**src/rtl/sprite_line_scheduler_if.sv**
```systemverilog
// Signal bundle between the sprite line scheduler, the sprite register bank,
// the beam timing source and the sprite address calculator.
interface sprite_line_scheduler_if #(
  parameter int unsigned SLOT_W = 5
) ();
  logic              line_start;
  logic [9:0]        line_y;
  logic [9:0]        pixel_x;
  logic [SLOT_W-1:0] slot_addr;
  logic [31:0]       slot_data;
  logic [31:0]       sprite_datas;
  logic              sprite_on;
  logic              counter_finished;
  logic              overflow;
  logic              busy;

  modport master (
    input  line_start, line_y, pixel_x, slot_data, counter_finished,
    output slot_addr, sprite_datas, sprite_on, overflow, busy
  );

  modport slave (
    output line_start, line_y, pixel_x, slot_data, counter_finished,
    input  slot_addr, sprite_datas, sprite_on, overflow, busy
  );
endinterface

```
**src/rtl/sprite_line_scheduler.sv**
```systemverilog
// Per-scanline sprite sequencer: scans the sprite register file for sprites
// covering the announced line, buffers them, then hands them out one by one.
module sprite_line_scheduler #(
  parameter int unsigned NUM_SLOTS   = 32,
  parameter int unsigned SLOT_W      = 5,
  parameter int unsigned MAX_ACTIVE  = 4,
  parameter int unsigned SPRITE_SIZE = 20
) (
  input logic                     clk_pixel,
  input logic                     reset,
  sprite_line_scheduler_if.master bus
);
  localparam int unsigned CNT_W  = $clog2(MAX_ACTIVE + 1);
  localparam int unsigned IDX_W  = (MAX_ACTIVE > 1) ? $clog2(MAX_ACTIVE) : 1;
  localparam int unsigned DEPTH  = 2 ** IDX_W;
  localparam int unsigned SCAN_W = $clog2(NUM_SLOTS + 1);

  typedef enum logic [1:0] {IDLE, SCAN, DRAW, DONE} state_t;

  state_t            state_q, state_n;
  logic [SLOT_W-1:0] slot_addr_q, slot_addr_n;
  logic [31:0]       sprite_datas_q, sprite_datas_n;
  logic              sprite_on_q, sprite_on_n;
  logic              overflow_q, overflow_n;
  logic              busy_q, busy_n;
  logic [CNT_W-1:0]  count_q, count_n;
  logic [CNT_W-1:0]  idx_q, idx_n;
  logic [SCAN_W-1:0] scan_idx_q, scan_idx_n;
  logic [9:0]        line_y_q, line_y_n;
  logic [31:0]       entries [DEPTH];

  logic        eval, last_eval, visible, append, drop;
  logic [10:0] dy;
  logic [31:0] cur;
  logic [9:0]  cur_x;
  logic        stale, start, finish, advance, last_entry;

  // Read data lags the address by one cycle, so scan_idx_q-1 is the slot on slot_data.
  assign eval      = (state_q == SCAN) && (scan_idx_q != '0);
  assign last_eval = eval && (scan_idx_q == SCAN_W'(NUM_SLOTS));
  assign dy        = {1'b0, line_y_q} - {1'b0, bus.slot_data[18:9]};
  assign visible   = eval && bus.slot_data[29] && !dy[10] && (dy < 11'(SPRITE_SIZE));
  assign append    = visible && (count_q < CNT_W'(MAX_ACTIVE));
  assign drop      = visible && !append;

  assign cur        = entries[idx_q[IDX_W-1:0]];
  assign cur_x      = cur[28:19];
  assign stale      = (state_q == DRAW) && !sprite_on_q &&
                      ({1'b0, bus.pixel_x} >= ({1'b0, cur_x} + 11'(SPRITE_SIZE)));
  assign start      = (state_q == DRAW) && !sprite_on_q && !stale && (bus.pixel_x >= cur_x);
  assign finish     = (state_q == DRAW) && sprite_on_q && bus.counter_finished;
  assign advance    = stale || finish;
  assign last_entry = (idx_q + CNT_W'(1)) == count_q;

  always_ff @(posedge clk_pixel) begin
    if (reset) state_q <= IDLE;
    else       state_q <= state_n;
  end

  always_comb begin
    state_n = state_q;
    if (bus.line_start) begin
      state_n = SCAN;
    end else begin
      case (state_q)
        SCAN: if (last_eval) state_n = ((count_q != '0) || append) ? DRAW : DONE;
        DRAW: if (advance && last_entry) state_n = DONE;
        default: ;
      endcase
    end
  end

  always_comb begin
    slot_addr_n    = slot_addr_q;
    sprite_datas_n = sprite_datas_q;
    sprite_on_n    = sprite_on_q;
    overflow_n     = overflow_q;
    count_n        = count_q;
    idx_n          = idx_q;
    scan_idx_n     = scan_idx_q;
    line_y_n       = line_y_q;
    if (bus.line_start) begin
      line_y_n    = bus.line_y;
      count_n     = '0;
      idx_n       = '0;
      overflow_n  = 1'b0;
      sprite_on_n = 1'b0;
      slot_addr_n = '0;
      scan_idx_n  = '0;
    end else begin
      case (state_q)
        SCAN: begin
          if (scan_idx_q != SCAN_W'(NUM_SLOTS)) begin
            scan_idx_n = scan_idx_q + SCAN_W'(1);
            if (scan_idx_q < SCAN_W'(NUM_SLOTS - 1))
              slot_addr_n = SLOT_W'(scan_idx_q + SCAN_W'(1));
          end
          if (append) count_n = count_q + CNT_W'(1);
          if (drop)   overflow_n = 1'b1;
        end
        DRAW: begin
          if (start) begin
            sprite_on_n    = 1'b1;
            sprite_datas_n = cur;
          end
          if (finish)  sprite_on_n = 1'b0;
          if (advance) idx_n = idx_q + CNT_W'(1);
        end
        default: ;
      endcase
    end
    busy_n = (state_n == SCAN) || (state_n == DRAW);
  end

  always_ff @(posedge clk_pixel) begin
    if (reset) begin
      slot_addr_q    <= '0;
      sprite_datas_q <= '0;
      sprite_on_q    <= 1'b0;
      overflow_q     <= 1'b0;
      busy_q         <= 1'b0;
      count_q        <= '0;
      idx_q          <= '0;
      scan_idx_q     <= '0;
      line_y_q       <= '0;
    end else begin
      slot_addr_q    <= slot_addr_n;
      sprite_datas_q <= sprite_datas_n;
      sprite_on_q    <= sprite_on_n;
      overflow_q     <= overflow_n;
      busy_q         <= busy_n;
      count_q        <= count_n;
      idx_q          <= idx_n;
      scan_idx_q     <= scan_idx_n;
      line_y_q       <= line_y_n;
    end
  end

  // Line buffer contents are only meaningful below count_q, so no reset.
  always_ff @(posedge clk_pixel) begin
    if (append) entries[count_q[IDX_W-1:0]] <= bus.slot_data;
  end

  assign bus.slot_addr    = slot_addr_q;
  assign bus.sprite_datas = sprite_datas_q;
  assign bus.sprite_on    = sprite_on_q;
  assign bus.overflow     = overflow_q;
  assign bus.busy         = busy_q;
endmodule
```
**src/flat_wrapper.sv**
```systemverilog
// flat-port wrapper written by rule: the top's interface ports become plain ports
module sprite_line_scheduler_flat 
#(
  parameter int unsigned NUM_SLOTS   = 32,
  parameter int unsigned SLOT_W      = 5,
  parameter int unsigned MAX_ACTIVE  = 4,
  parameter int unsigned SPRITE_SIZE = 20
)
  (clk_pixel, reset, bus_line_start, bus_line_y, bus_pixel_x, bus_slot_data, bus_counter_finished, bus_slot_addr, bus_sprite_datas, bus_sprite_on, bus_overflow, bus_busy);
  sprite_line_scheduler_if #(.SLOT_W(SLOT_W)) bus_i ();
  input logic clk_pixel;
  input logic reset;
  input wire logic [$bits(bus_i.line_start)-1:0] bus_line_start;
  input wire logic [$bits(bus_i.line_y)-1:0] bus_line_y;
  input wire logic [$bits(bus_i.pixel_x)-1:0] bus_pixel_x;
  input wire logic [$bits(bus_i.slot_data)-1:0] bus_slot_data;
  input wire logic [$bits(bus_i.counter_finished)-1:0] bus_counter_finished;
  output wire logic [$bits(bus_i.slot_addr)-1:0] bus_slot_addr;
  output wire logic [$bits(bus_i.sprite_datas)-1:0] bus_sprite_datas;
  output wire logic [$bits(bus_i.sprite_on)-1:0] bus_sprite_on;
  output wire logic [$bits(bus_i.overflow)-1:0] bus_overflow;
  output wire logic [$bits(bus_i.busy)-1:0] bus_busy;
  assign bus_i.line_start = bus_line_start;
  assign bus_i.line_y = bus_line_y;
  assign bus_i.pixel_x = bus_pixel_x;
  assign bus_i.slot_data = bus_slot_data;
  assign bus_i.counter_finished = bus_counter_finished;
  assign bus_slot_addr = bus_i.slot_addr;
  assign bus_sprite_datas = bus_i.sprite_datas;
  assign bus_sprite_on = bus_i.sprite_on;
  assign bus_overflow = bus_i.overflow;
  assign bus_busy = bus_i.busy;
  sprite_line_scheduler #(.NUM_SLOTS(NUM_SLOTS), .SLOT_W(SLOT_W), .MAX_ACTIVE(MAX_ACTIVE), .SPRITE_SIZE(SPRITE_SIZE)) u_core (.clk_pixel(clk_pixel), .reset(reset), .bus(bus_i));
endmodule
```
**config.mk**
```make
export PLATFORM = sky130hd
export DESIGN_NAME = sprite_line_scheduler_flat
export DESIGN_NICKNAME = d
export VERILOG_FILES = /design/src/rtl/sprite_line_scheduler_if.sv /design/src/rtl/sprite_line_scheduler.sv /design/src/flat_wrapper.sv
export SDC_FILE = /design/constraint.sdc
export NUM_CORES = 1
export LEC_CHECK = 0
export ABC_AREA = 1
export CAP_MARGIN = 20
export CORE_ASPECT_RATIO = 0.9
export CORE_MARGIN = 4
export CORE_UTILIZATION = 60
export CTS_BUF_LIST = sky130_fd_sc_hd__clkbuf_16
export DETAILED_ROUTE_END_ITERATION = 10
export PLACE_DENSITY = 0.85
export RECOVER_POWER = 100
export SLEW_MARGIN = 40
export SYNTH_ARGS = -nofsm -noshare
export SYNTH_HDL_FRONTEND = slang
export SYNTH_SLANG_ARGS = --single-unit
export TNS_END_PERCENT = 10
```
**constraint.sdc**
```tcl
create_clock -name clk_pixel -period 5.8 [get_ports clk_pixel]
set_input_delay 0.87 -clock clk_pixel [delete_from_list [all_inputs] [get_ports clk_pixel]]
set_output_delay 0.87 -clock clk_pixel [all_outputs]
set_load 0.05 [all_outputs]
```
### Word-level counts from Yosys, hierarchy flattened

Memories as Yosys holds them, arrays and structs flattened. A register that Yosys moved wholly into a read port is not among the register bits.
Cells that the tools add are included.
Widths: inputs -> output; s select.

* $add $sub $neg: 5
* magnitude comparators: 5
* eq/ne operators: 7
* multiplexer cells: 11
* bitwise logic cells: 1
* reduce and logical (&&, ||, !) cells: 32

Operators with widths (count)
* $logic_and 1x1->1: 14
* $add 10x5->11 const B: 1
* $ge 10x11->1: 1
* $lt 11x5->1 const B: 1
* $sub 10x10->11: 1
* $ge 10x10->1: 1
* $mux 2: 5
* $reduce_and 2->1: 5
* $add 3x1->3 const B: 2
* $add 6x1->6 const B: 1
* $eq 6x6->1 const B: 1
* $lt 6x5->1 const B: 1
* $ne 6x6->1 const B: 1
* $reduce_and 3->1: 2
* $reduce_bool 6->1: 1
* $mux 1: 5
* $eq 2x1->1 const B: 2
* $eq 2x2->1 const B: 2
* $logic_not 1->1: 4
* $pmux 2 s2: 1
* $eq 3x3->1: 1
* $logic_or 1x1->1: 3
* $lt 3x3->1 const B: 1
* $reduce_bool 3->1: 1
* other kinds (3): 3

* register bits after elaboration: 64
* memory bits (writable): 128
* input port bits: 56
* output and inout bits: 40
* word-level logic and storage cells: 72
* memories: 1

Memory list
* u_core.entries: depth 4, width 32, read ports 1, clocked after Yosys merged registers in 1, wr ports 1, line sprite_line_scheduler.sv:30 `logic [31:0] entries [DEPTH];`

### Longest topological paths before layout

Gate-level depths: netlist of run 1.

* depth after elaboration: 13
* mapped depth: 29
* gate-level depth less buffers: 26

### Worst setup path before layout of run 1

OpenSTA, ideal clock, no wires.

* path kind: input-to-reg
* start: in bus_slot_data[11]
* end: mem u_core.entries[3][0] (enable)
* setup time: 0.422 ns
* arrival: 3.657 ns
* required time: 5.378 ns
* slack: 1.721 ns
* stages: 12
* path buffers: 0
* cells stage by stage: inv_1 > ha_1 > nand2_1 > o21ai_0 > nand2_1 > nand2_1 > nand2_1 > nand3_1 > nand2_1 > nor2_1 > nand4_1 > nor2_1

* word-level cells in the longest chain between the ends: 7
* elaborated cells on any way between the ends: 8
* classes of those cells: 1 x add/sub; 1 x order compare; 2 x mux; 4 x reduce/logical

RTL lines
* start: declaration: line flat_wrapper.sv:16 `input wire logic [$bits(bus_i.slot_data)-1:0] bus_slot_data;`
* $sub 10x10->11 *: line sprite_line_scheduler.sv:41 `assign dy = {1'b0, line_y_q} - {1'b0, bus.slot_data[18:9]};`
* parallel branches: the longest is 2 deep, another holds $lt 11x5->1
* $logic_and 1x1->1 *: line sprite_line_scheduler.sv:42 `assign visible = eval && bus.slot_data[29] && !dy[10] && (dy < 11'(SPRITE_SIZE));`
* $logic_and 1x1->1 *: line sprite_line_scheduler.sv:43 `assign append = visible && (count_q < CNT_W'(MAX_ACTIVE));`
* $mux 1 *: line sprite_line_scheduler.sv:141 `if (append) entries[count_q[IDX_W-1:0]] <= bus.slot_data;`
* $mux 1 (not written as such) *: line sprite_line_scheduler.sv:141
* end: declaration: line sprite_line_scheduler.sv:30

Every way passes the cells marked *.

### Worst setup path after layout of run 1

* start: in bus_slot_data[11]
* end: mem u_core.entries[2][3] (enable)

Same word-level chain as after synthesis.

==> impl_metrics.ini, run 1 <==
[die]
floorplan.initialDensity_pct = 61.01
die_height_um = 121.0
core-area_um2 = 13950
ios = 96
die_width_um = 133.6
row_count = 41
die_area_um2 = 16160

[logic_synthesis]
post_synth.cell_area_avg_um2 = 10.33
synth-seq-area-share_pct = 60.67
syn_nets = 917
synth_top_family_by_area = compound AO/OA/AOI/OAI gates
synth_xor_xnor_area_share_pct = 1.440
synth-compound-area-share_pct = 13.71
postSynthCellCount = 824
synth_fa_ha_area_share_pct = 5.438
syn-cell-area_um2 = 8513
synth-warning-count = 0
post_synth_and_or_nand_nor_area_fraction_pct = 13.52
synth-seq-cells = 194
synthDistinctLibCells = 39
muxShareOfSynthArea_pct = 0

[clock_tree]
cts-buffers-inserted = 17
max-clock-path-buffers = 2
cts_resized = 0
cts_hold_buf = 0
cts.sink_count = 194
root_buffer = clkbuf_16
tritoncts = yes
worst_skew_pair.late_latency_ps = 420
path_clk_slew_ps = 60
cts-htree-levels = 4
post_cts_buffers = 0

[worst_setup_path]
timing.critical_path.max_delay_family = simple AND/OR/NAND/NOR gates
end_kind = flip-flop
arrival_ps = 4920
crit_type = primary input to flip-flop
slowest_delay_ps = 1400
setup.worst_path.start = bus_slot_data[11]
critical_path.n_buffers_inverters = 3
critPathSlowestCell = nor2_1
path_common_cell = nand2_1
crit_path_start_kind = primary input
worst_ep_required_time_ps = 5930
worstPathMaxFanout = 17
critical_path.cell_chain = dlygate4sd3_1 > inv_1 > ha_1 > nand2_1 > o21ai_0 > nand2_1 > nand2_1 > nand2_1 > nand3_1 > nand2_1 > nor2_1 > nand4_1 > nor2_1 > buf_16

[outcome]
status = finished, violations left
violations = capacitance limit, slew limit

[timing]
slew_violations = 34
skew_ps = 5.925
rsz_0062_raised_after_global_routing = no
finalSetupViolations = 0
number_of_endpoints_with_negative_hold_slack_in_the_final_report = 0
totalNegativeSetupSlack_ps = 0
final_min_period_over_clock_period_pct = 82.64
slew_headroom_pct = -15.51
timing_worst_slew_pin_value_ps = 1726
period_minus_slack_ps = 4793
max_freq_ghz = 0.2086

[route]
route.detailed.wl_per_inst_um = 16.48
drt_iter0_markers = 636
route.antenna.remaining_nets = 0
total_vias_in_the_final_route = 6271
drc = 0
avgViaCountPerCell = 5.594
totalWireLength_um = 18470
drt_pass1_iterations = 5

[grt]
global_route_wire_length_before_repair_um = 29780
antenna_found_initial = 1
grt-ovfl-total = 0
first_global_vias = 6205
grt_max_degree = 68
aggregate_global_route_resource_usage_pct = 23.47

[finish]
drive_gt1_share_pct = 5.609
area_growth_pct = 19.88
finish.utilization_pct = 73.14
num-fill-cells = 989
finalNetCount = 1008
layout.cells.non_filler = 1121
multi_input_area_um2 = 2912
footprint_of_the_flip_flops_and_latches_um2 = 5166

[min_path]
worst_hold_path_type = flip-flop to flip-flop
worst_hold_startpoint = u_core.bus.overflow

[power_and_ir_drop]
internal_power_mw = 2.226
vdd_drop_max_v = 0.0002314
total_leakage_power_nw = 4.127
combPwrFrac_pct = 7.2
netSwitchingPower_mw = 0.6002
seqPwrFrac_pct = 52.7
power.density_cell_area_nw_per_um2 = 277.0
power_switching_share_pct = 21.23
power.share.clock_pct = 40.2

[placed_design]
detailed_placer_s_ending_hpwl_um = 12470
portBuffers = 95
place.gp.congestion = 0.9072
post-place-cells = 1089

[run]
maxCapViolCount = 2
## sequential cells by signal, indices dropped and copies added, names as in the netlist, named ones only
signal,cells
u_core.bus.slot_addr,5
u_core.line_y_q,10
u_core.bus.sprite_datas,32
u_core.scan_idx_q,6
u_core.bus.overflow,1
u_core.state_q,2
u_core.idx_q,3
u_core.count_q,3
u_core.bus.busy,1
u_core.entries,128
u_core.bus.sprite_on,1
## power by group through the flow
| stage | sequential, mW | clock [mW] | combinational, mW |
|---|---|---|---|
| finish | 1.49 | 1.14 | 0.202 |
| global route | 1.49 | 1.21 | 0.225 |
| CTS | 1.49 | 1.15 | 0.208 |
| detailed placement | 1.52 | 0 | 0.205 |
| global placement | 1.52 | 0 | 0.200 |
| floorplan | 1.53 | 0 | 0.104 |
## cell usage after synthesis, drive strengths merged
cell | count | area (um2)
o2111ai | 2 | 17.52
dfxtp | 66 | 1321
nand2 | 116 | 437.9
a32o | 10 | 100.1
nand3 | 22 | 122.6
o21a | 4 | 30.03
o21ai | 94 | 470.4
nor3 | 8 | 45.04
nand3b | 4 | 30.03
buf | 12 | 107.6
a21o | 2 | 15.01
ha | 37 | 462.9
inv | 68 | 257.8
a21oi | 62 | 355.3
nand4 | 4 | 25.02
nor4 | 2 | 12.51
a211oi | 1 | 7.510
edfxtp | 128 | 3844
a32oi | 3 | 33.79
o21bai | 1 | 7.510
clkbuf | 21 | 78.83
o211ai | 4 | 30.03
a31oi | 2 | 12.51
xnor2 | 2 | 17.52
o22ai | 14 | 87.58
xor2 | 12 | 105.1
nor2 | 123 | 478.0
## worst reg2reg max path, cell delays in order, from the launching register on
cell     delay (ps)
dfxtp_1         300
buf_4           210
inv_1          1010
a21oi_1         150
a32oi_1         360
ha_1            200
inv_1            60
a21oi_2         230
xor2_1          190
ha_1            270
a21o_1          160
nor2_1          100
nand2_1          70
nand2_1          50
nand3_1          70
nand2_1          60
nand2_1          70
nand2_1         100
nand3_4         120
nor2_8          290
inv_1           320
nor2_1          220
nor2_1           60
## stage by stage
| stage | worst slack (ps) | hold WS (ps) | cell area [um2] | power [mW] |
|---|---|---|---|---|
| floorplan | 1721 | 455.5 | 8513 | 1.638 |
| global placement | 1397 | 452.1 | 9595 | 1.719 |
| detailed placement | 1187 | 459.5 | 9696 | 1.724 |
| CTS | 1483 | 487.6 | 10270 | 2.847 |
| global route | 516.2 | 508.3 | 10210 | 2.926 |
| finish | 1007 | 471.6 | 10210 | 2.827 |
## path summary, 6_finish.rpt
kind	end	cells past startpoint	slack, ps
worst min-delay path	u_core.bus.overflow	1	470
worst min register to register	u_core.bus.overflow	1	470
worst max register to register	u_core.bus.sprite_datas[14]	22	1020
worst max-delay path	u_core.entries[2][3]	14	1010
## layout make-up
type	instances	share of cell area, %
flip-flops and latches	194	50.62
repair buffers	105	10.33
inverters	68	2.525
clock inverters	14	1.434
multi-input cells	529	28.53
clock buffers	17	4.168
well taps	193	2.366
diodes	1	0.02452
## layer usage
layer	GRT usage (%)	vias to the layer above	part of all wire [%]	wire length (um)
met4	9.640	0	2.5	459
met1	28.57	2973	42	7679
met2	41.05	212	50	9328
met3	4.809	40	5.4	1005
met5	0	-	0	0
li1	-	3046	-	-
## cells by family (layout without fill, tap and decap cells)
group                    count (synthesis)  count (layout)
XOR/XNOR                                14              14
adder cells (fa/ha/maj)                 37              37
AND/OR/NAND/NOR                        279             279
other                                    0               1
flip-flops                             194             194
AO/OA/AOI/OAI                          199             199
buffers and inverters                  101             204
## layout by cell type, fill, tap and decap left out, types with 3 or more instances in the layout
cell type        count
edfxtp_1           128
bufinv_16            3
o21a_1               4
clkbuf_16           17
o22ai_1             14
o21ai_0             74
a32o_1              10
o21ai_1             20
o211ai_1             4
xor2_1              12
nand3b_1             4
nor2_1             121
nand4_1              4
clkdlybuf4s50_1     22
clkinv_1             6
inv_1               67
nor3_1               7
buf_4                5
dfxtp_1             65
nand2_1            115
nand3_1             21
clkbuf_1             3
ha_1                37
a21oi_1             50
a21oi_2             12
dlygate4sd3_1       73
Power figures use the tool's default switching activity.
==> run 2: changes to the inputs <==
CORE_UTILIZATION = 56   (was 60)
PLACE_DENSITY = 0.81   (was 0.85)
clock period = 4.8 ns   (was 5.8 ns; I/O delays follow)
==> impl_metrics.ini, run 2 (synthesis gave the netlist of run 1 again) <==
[clock_tree]
worst_skew_pair.late_latency_ps = 430
cts.sink_count = 194
cts_hold_buf = 0
tritoncts = yes
cts_resized = 0
max-clock-path-buffers = 2
path_clk_slew_ps = 70
root_buffer = clkbuf_16
post_cts_buffers = 0
cts-htree-levels = 4
cts-buffers-inserted = 17

[finish]
mostFrequentLayoutCell = edfxtp_1
num-fill-cells = 1133
largest_register_ff_count = 128
area_growth_pct = 19.36
drive_gt1_share_pct = 5.800
highest_count_cells_in_the_layout_ignoring_fill_and_taps = edfxtp_1, nor2_1, nand2_1, dlygate4sd3_1, o21ai_0
finalNetCount = 1011
num_antenna_cells = 0

[worst_setup_path]
arrival_ps = 4270
critical_path.cell_chain = dlygate4sd3_1 > inv_1 > ha_1 > nand2_1 > o21ai_0 > nand2_1 > nand2_1 > nand2_1 > nand3_1 > nand2_1 > nor2_1 > nand4_1 > nor2_1 > clkbuf_2
worst_ep_required_time_ps = 4910
slowest_delay_ps = 780
crit_type = primary input to flip-flop
reg2reg_setup_slack_ps = 660
critPathSlowestCell = nor2_1
timing.reg2reg.worst_path_depth = 21
critical_path.reg2reg.endpoint = u_core.bus.sprite_datas[8]
worstPathMaxFanout = 11
end_kind = flip-flop
path_common_cell = nand2_1
crit_path_start_kind = primary input

[timing]
finalSetupViolations = 0
totalNegativeSetupSlack_ps = 0
rsz_0062_raised_after_global_routing = no
max_freq_ghz = 0.2402
final_min_period_over_clock_period_pct = 86.73
skew_ps = 8.462
period_minus_slack_ps = 4163
slew_headroom_pct = 15.56
timing_worst_slew_pin_value_ps = 1267
number_of_endpoints_with_negative_hold_slack_in_the_final_report = 0
slew_violations = 0

[power_and_ir_drop]
combPwrFrac_pct = 7.3
internal_power_mw = 2.618
total_leakage_power_nw = 4.145
power.density_cell_area_nw_per_um2 = 330.2
power_switching_share_pct = 21.97
report.power.total_mw = 3.355
seqPwrFrac_pct = 53.6
power.share.clock_pct = 39.1
netSwitchingPower_mw = 0.7370
vdd_drop_max_v = 0.0002776

[grt]
first_global_vias = 6176
grtUsageMet3_pct = 5.462
use_met1_pct = 29.27
grt-ovfl-total = 0
global_route_wire_length_before_repair_um = 30570
antenna_found_initial = 0
grt_max_degree = 52
use_met2_pct = 39.06
grt-busiest-layer = met2
aggregate_global_route_resource_usage_pct = 22.79

[route]
route.detailed.wl_per_inst_um = 16.91
drc = 0
total_vias_in_the_final_route = 6268
totalWireLength_um = 19090
route.antenna.remaining_nets = 0
drt_pass1_iterations = 5
drt_iter0_markers = 654
avgViaCountPerCell = 5.552

[min_path]
worst_hold_startpoint = u_core.bus.overflow
instance_count_along_the_most_critical_hold_path = 1
min_to = u_core.bus.overflow
worst_hold_path_type = flip-flop to flip-flop

[run]
maxCapViolCount = 0

[die]
ios = 96
die_area_um2 = 17240
die_height_um = 125.0
floorplan.initialDensity_pct = 57.45
row_count = 42
die_width_um = 138.0
core-area_um2 = 14820

[placed_design]
place.gp.congestion = 0.8467
portBuffers = 95
detailed_placer_s_ending_hpwl_um = 12890

[outcome]
status = finished, final reports clean
## run 2: how the worst max path moves through the flow
stage / startpoint / end / slack (ps) / cells after the start
after CTS: flip-flop / u_core.bus.sprite_datas[2] / 850 / 21
final: bus_slot_data[11] / u_core.entries[2][8] / 640 / 14
after global routing: flip-flop / u_core.bus.sprite_datas[16] / 220 / 21
after global placement: bus_slot_data[11] / u_core.entries[1][11] / 700 / 14
after floorplan: bus_slot_data[11] / u_core.entries[3][0] / 870 / 12
after detailed placement: bus_slot_data[11] / u_core.entries[1][11] / 570 / 14
## run 2: stage by stage
stage	utilization (%)	setup slack [ps]	instance area, um2	hold WS [ps]	instances
floorplan	-	870.9	8513	455.5	824
finish	68.57	637.0	10160	471.3	1129
detailed placement	65.25	573.4	9669	456.5	1097
global placement	65.23	699.1	9667	465.3	1097
CTS	68.93	850.7	10210	489.2	1129
global route	68.57	219.9	10160	511.8	1129
## run 2: routing by layer
| layer | up-vias | wire, um |
|---|---|---|
| met4 | 0 | 268 |
| met1 | 3016 | 8078 |
| met2 | 177 | 9604 |
| met3 | 21 | 1137 |
| li1 | 3054 | - |
| met5 | - | 0 |
## run 2: area by class of cell
type | instances | area [um2] | area share, %
Clock buffer | 18 | 450.4 | 4.433
Clock inverter | 14 | 95.09 | 0.9358
Inverter | 68 | 257.7 | 2.537
Multi-Input combinational cell | 529 | 2892 | 28.46
Sequential cell | 194 | 5166 | 50.84
Tap cell | 198 | 247.7 | 2.438
Timing Repair Buffer | 108 | 1052 | 10.36
## run 2: power by group through the flow
stage / Clock (mW) / Sequential (mW) / Combinational [mW]
floorplan: 0 / 1.85 / 0.126
global placement: 0 / 1.84 / 0.245
detailed placement: 0 / 1.84 / 0.250
CTS: 1.32 / 1.80 / 0.252
global route: 1.40 / 1.80 / 0.273
finish: 1.31 / 1.80 / 0.244
## run 2: critical path, delay by kind of cell
family	cells	cell delay, ps
AND/OR/NAND/NOR	9	1780
buffers and inverters	3	1100
adder cells (fa/ha/maj)	1	310
AO/OA/AOI/OAI	1	360
